<file path="config.mk">
export PLATFORM = sky130hd
export DESIGN_NAME = tx_byte_buffer
export DESIGN_NICKNAME = d
export VERILOG_FILES = /design/src/rtl/tx_byte_buffer.sv
export SDC_FILE = /design/constraint.sdc
export NUM_CORES = 1
export LEC_CHECK = 0
export ABC_AREA = 1
export CAP_MARGIN = 20
export CORE_ASPECT_RATIO = 0.5
export CORE_MARGIN = 2
export CORE_UTILIZATION = 55
export DETAILED_ROUTE_END_ITERATION = 10
export GPL_ROUTABILITY_DRIVEN = 0
export PLACE_DENSITY = 0.82
export SLEW_MARGIN = 20
export SYNTH_ARGS = -nofsm -noshare
export SYNTH_HDL_FRONTEND = slang
export SYNTH_SLANG_ARGS = --single-unit
</file>
<file path="constraint.sdc">
create_clock -name clk -period 6.04 [get_ports clk]
set_input_delay 0.906 -clock clk [delete_from_list [all_inputs] [get_ports clk]]
set_output_delay 0.906 -clock clk [all_outputs]
set_load 0.01 [all_outputs]
</file>
<file path="src/rtl/tx_byte_buffer.sv">
// tx_byte_buffer: FIFO between the DNN output and the UART Sender, launching one byte per frame with start-timeout retry.
module tx_byte_buffer #(
  parameter int DEPTH = 16,
  parameter int ADDR_W = 4,
  parameter int START_TIMEOUT = 8
) (
  input  logic              clk,
  input  logic              reset,
  input  logic [7:0]        inData,
  input  logic              inValid,
  output logic              inFull,
  output logic [7:0]        outData,
  output logic              outTransmit,
  input  logic              senderBusy,
  output logic [ADDR_W:0]   count,
  output logic              overflow
);
  localparam int TW = $clog2(START_TIMEOUT + 1);
  typedef enum logic [1:0] {IDLE, LAUNCH, WAIT_START, WAIT_DONE} state_t;
  state_t state, stateNext;
  logic [7:0] mem [DEPTH];
  logic [ADDR_W-1:0] wrPtr, rdPtr;
  logic [TW-1:0] timer, timerNext;
  logic [ADDR_W:0] countNext;
  logic full, pop, push;
  assign full = count == (ADDR_W + 1)'(DEPTH);
  assign pop = state == IDLE && count != '0 && !senderBusy;
  // a pop frees a slot in the same cycle, so a write at full is still accepted
  assign push = inValid && (!full || pop);
  assign countNext = count + (ADDR_W + 1)'(push) - (ADDR_W + 1)'(pop);
  assign outTransmit = state == LAUNCH;
  always_comb begin
    stateNext = state;
    timerNext = timer;
    unique case (state)
      IDLE: stateNext = pop ? LAUNCH : IDLE;
      LAUNCH: begin
        stateNext = WAIT_START;
        timerNext = '0;
      end
      WAIT_START: begin
        timerNext = senderBusy ? timer : timer + 1'b1;
        stateNext = senderBusy ? WAIT_DONE : (timer == TW'(START_TIMEOUT - 1) ? LAUNCH : WAIT_START);
      end
      WAIT_DONE: stateNext = senderBusy ? WAIT_DONE : IDLE;
      default: stateNext = IDLE;
    endcase
  end
  always_ff @(posedge clk)
    if (push && !reset) mem[wrPtr] <= inData;
  always_ff @(posedge clk) begin
    if (reset) begin
      state <= IDLE;
      timer <= '0;
      wrPtr <= '0;
      rdPtr <= '0;
      count <= '0;
      inFull <= 1'b0;
      overflow <= 1'b0;
      outData <= 8'h00;
    end else begin
      state <= stateNext;
      timer <= timerNext;
      count <= countNext;
      inFull <= countNext == (ADDR_W + 1)'(DEPTH);
      if (push) wrPtr <= wrPtr + 1'b1;
      if (pop) begin
        rdPtr <= rdPtr + 1'b1;
        outData <= mem[rdPtr];
      end
      if (inValid && !push) overflow <= 1'b1;
    end
  end
endmodule

</file>
==> summary.md <==
| Metric | Value |
|---|---|
| Result of the run | `finished clean` |
| Synthesized area per cell | `9.765 um2` |
| Reg-to-Reg Start | `count[2]` |
| Routed len/inst | `18.32 um` |
| Number of unique standard cell types used by synthesis | `25` |
| Switching part of the total | `31.28%` |
| Number of flops mapped to enable cells by yosys | `128` |
| Area share of the largest cell type after synthesis | `55.75%` |
| H-tree depth | `4` |
| Achievable Freq | `286.4 MHz` |
| GRT overflow | `0` |
| Post-Synthesis Net Count | `731` |
| Part of the total power dissipated in sequential elements | `38.2%` |
| Clock period minus final worst setup slack | `3492 ps` |
| Fraction of layout cells with a size suffix above 1 | `5.699%` |
| I/O pins | `28` |
| Largest voltage drop on the vdd net | `0.0002753 V` |
| Total inserted antenna cells | `0` |
| Type of element capturing the critical path | `flip-flop` |
| Total of warnings raised by yosys | `0` |
| Leading cell types by total area after synthesis | `edfxtp_1 (56%), nand2_1 (12%), dfxtp_1 (8.4%)` |
| Share of synthesized flip-flops with an asynchronous set or reset | `0%` |
| Minimum hold slack | `457.1 ps` |
| Synth Flop Type | `edfxtp_1` |
| Chip width | `162.3 um` |
| Maximum clock skew at final layout | `8.755 ps` |
| Initial antenna violation count | `0` |
| Crit. Startpoint | `reset` |
| Internal power consumption | `2.310 mW` |
| Buffer levels on the longest clock path | `2` |
| Detailed-route wire length | `16,520 um` |
| Number of global-route vias before repair | `4,799` |
| Filler-free cell count of the finished design | `902` |
| Setup-failing EPs final | `0` |
| Setup tns final | `0 ps` |
| Transition at the pin with the smallest max-transition slack | `1199 ps` |
| Maximum number of pins on one net before global-route repair | `68` |
| Setup repair after global routing missed its margin | `no` |
| Number of instances resized during post-cts repair | `0` |
| DIE AREA | `13,500 um2` |
| Wire length of the first global-routing pass | `25,320 um` |
| Via count of the routed design | `5,066` |
| Internal reg-to-reg setup slack | `3050 ps` |
| Total CTS buffers | `17` |
| Cell accounting for the most synthesized area | `edfxtp_1` |
| Register-to-Register Path Depth | `16` |
| Synthesis-to-finish area growth | `14.77%` |
| Remaining routing DRC violations | `0` |
| Total half-perimeter wirelength after legalization and detailed placement | `9673 um` |
| Max FO, Critical Path | `20` |
| Number of standard-cell rows in the floorplan | `28` |
| Root Buffer Master | `clkbuf_16` |
| Iteration count of the initial detailed-routing pass | `5` |
| TritonCTS clock tree | `built` |
| Clock slew at the register clock pins of the worst setup and hold paths | `60 ps` |
| Share of total power in combinational logic | `26.5%` |
| CTS Hold Buffers Added | `0` |
| Fin nets | `749` |
| Overall track demand over capacity in global routing | `25.28%` |
| Critical path endpoint | `mem[4][0]` |
| Worst Setup Slack post-DPL | `2132 ps` |
| Clock insertion delay at the later pin of the skew report | `430 ps` |
| Starting density of the core | `57.37%` |
| Setup bufs post-CTS | `0` |
| Critical Path AT | `3530 ps` |
| Number of placed cells counting well taps | `869` |
| Net load switching power | `1.051 mW` |
| Count of state elements after synthesis | `157` |
| Count of clock tree sinks | `157` |
| Reg2reg end | `inFull` |
| Power per unit of standard cell area | `424.8 nW/um2` |
| Gate Count Post-Synth | `706` |
| Max-cap violations | `0` |
| Utilization of the core after routing | `65.85%` |
| Critical path data required time | `6080 ps` |
| Port buffer count | `27` |
| Fraction of the cycle the final worst path needs | `57.82%` |
| Max-Slew Margin vs Limit | `19.44%` |
| Total standard cell area after synthesis | `6894 um2` |
| WS Path Type | `in2reg` |
| Final slew viol count | `0` |
| Source of the worst hold timing path | `overflow` |
| Count of routing violations after the opening detailed-route iteration | `661` |
| Worst hold-check path type | `reg2reg` |
| Via density | `5.616` |
| Chip Height | `83.17 um` |
| Final antenna-violating net count | `0` |
| Worst setup SP type | `input port` |
| Share of synthesized area occupied by flip-flops and latches | `64.17%` |
| Power share of the clock group | `35.3%` |
| Final worst setup slack | `2548 ps` |
| Area inside the core boundary | `12,020 um2` |
| Leak Pwr | `3.259 nW` |
| Number of endpoints with negative hold slack in the final report | `0` |
==> layer usage <==
layer,vias to the layer above,global-route usage [%],part of all wire (%)
li1,2322,-,-
met5,-,0,0
met3,61,8.142,12
met4,0,11.67,3.6
met2,352,38.45,45
met1,2331,33.31,40
==> cell usage in the layout (no fill, tap or decap) <==
cell	instances
nand4_1	2
nor3_1	11
buf_16	1
clkbuf_1	2
clkdlybuf4s50_1	27
bufinv_16	6
o21ai_0	5
nand2_1	217
a211oi_1	1
clkbuf_16	17
edfxtp_1	128
dfxtp_2	1
ha_1	12
clkinv_2	3
clkinv_1	4
nor3_2	5
dfxtp_1	28
nor2_1	35
a31oi_1	1
nand3_1	101
nor3b_2	1
inv_1	101
clkinvlp_4	3
a21oi_1	13
nand2_2	2
fa_1	1
buf_4	2
xor2_1	5
nor3b_1	1
inv_2	1
==> sequential cells by signal, summed over array words and instances (netlist names), 2 cells and up <==
name / count
mem: 128
outData: 8
count: 5
rdPtr: 4
timer: 4
wrPtr: 4
state: 2
==> metrics by stage <==
step	instance area [um2]	power, mW
finish	7913	3.361
global route	7913	3.513
floorplan	6894	1.902
detailed placement	7206	2.143
global placement	7206	2.129
CTS	7859	3.329
==> worst min path at each step <==
stage,to,cells after the start,slack (ps)
after floorplan,timer[1],2,460
after global placement,overflow,2,440
after detailed placement,overflow,2,450
after CTS,overflow,2,460
after global routing,overflow,2,470
final,overflow,2,460
==> power groups by stage <==
| stage | clock network [mW] | registers, mW | logic [mW] |
|---|---|---|---|
| 3_3_place_gp | 0 | 1.30 | 0.828 |
| 3_5_place_dp | 0 | 1.30 | 0.840 |
| 5_1_grt | 1.24 | 1.29 | 0.985 |
| 6_report | 1.19 | 1.28 | 0.891 |
| 4_1_cts | 1.19 | 1.28 | 0.857 |
| 2_1_floorplan | 0 | 1.31 | 0.592 |
==> logic make-up after synthesis <==
| family | synth area share [%] |
|---|---|
| xor gates and xnor gates | 0.6352 |
| AOI/OAI and AO/OA | 1.506 |
| DFF | 64.17 |
| adders and majority gates | 2.468 |
| and+or+nand+nor | 22.87 |
| buffers and inverters | 8.349 |
==> worst max-delay path: stages <==
cell	delay, ps
clkdlybuf4s50_1	810
inv_1	560
nand3_1	250
nor3_1	1000
==> area by class of cell <==
type | count | area (um2)
well taps | 165 | 206.4
clock inverters | 13 | 220.2
inverters | 105 | 395.4
multi-input cells | 413 | 1919
repair buffers | 30 | 312.8
clock buffers | 19 | 432.9
flip-flops and latches | 157 | 4425
fillers | 853 | 4104
==> synth_stat cells (3+ instances only) <==
cell type    n
edfxtp_1   128
nand2_1    217
a21oi_1     13
o21ai_0      5
nor3_1      16
buf_2       16
dfxtp_1     29
ha_1        12
buf_4        8
xor2_1       5
nand3_1    101
nor2_1      35
inv_1      101
clkbuf_1     3
No activity file was read; power rests on OpenSTA's default activity.
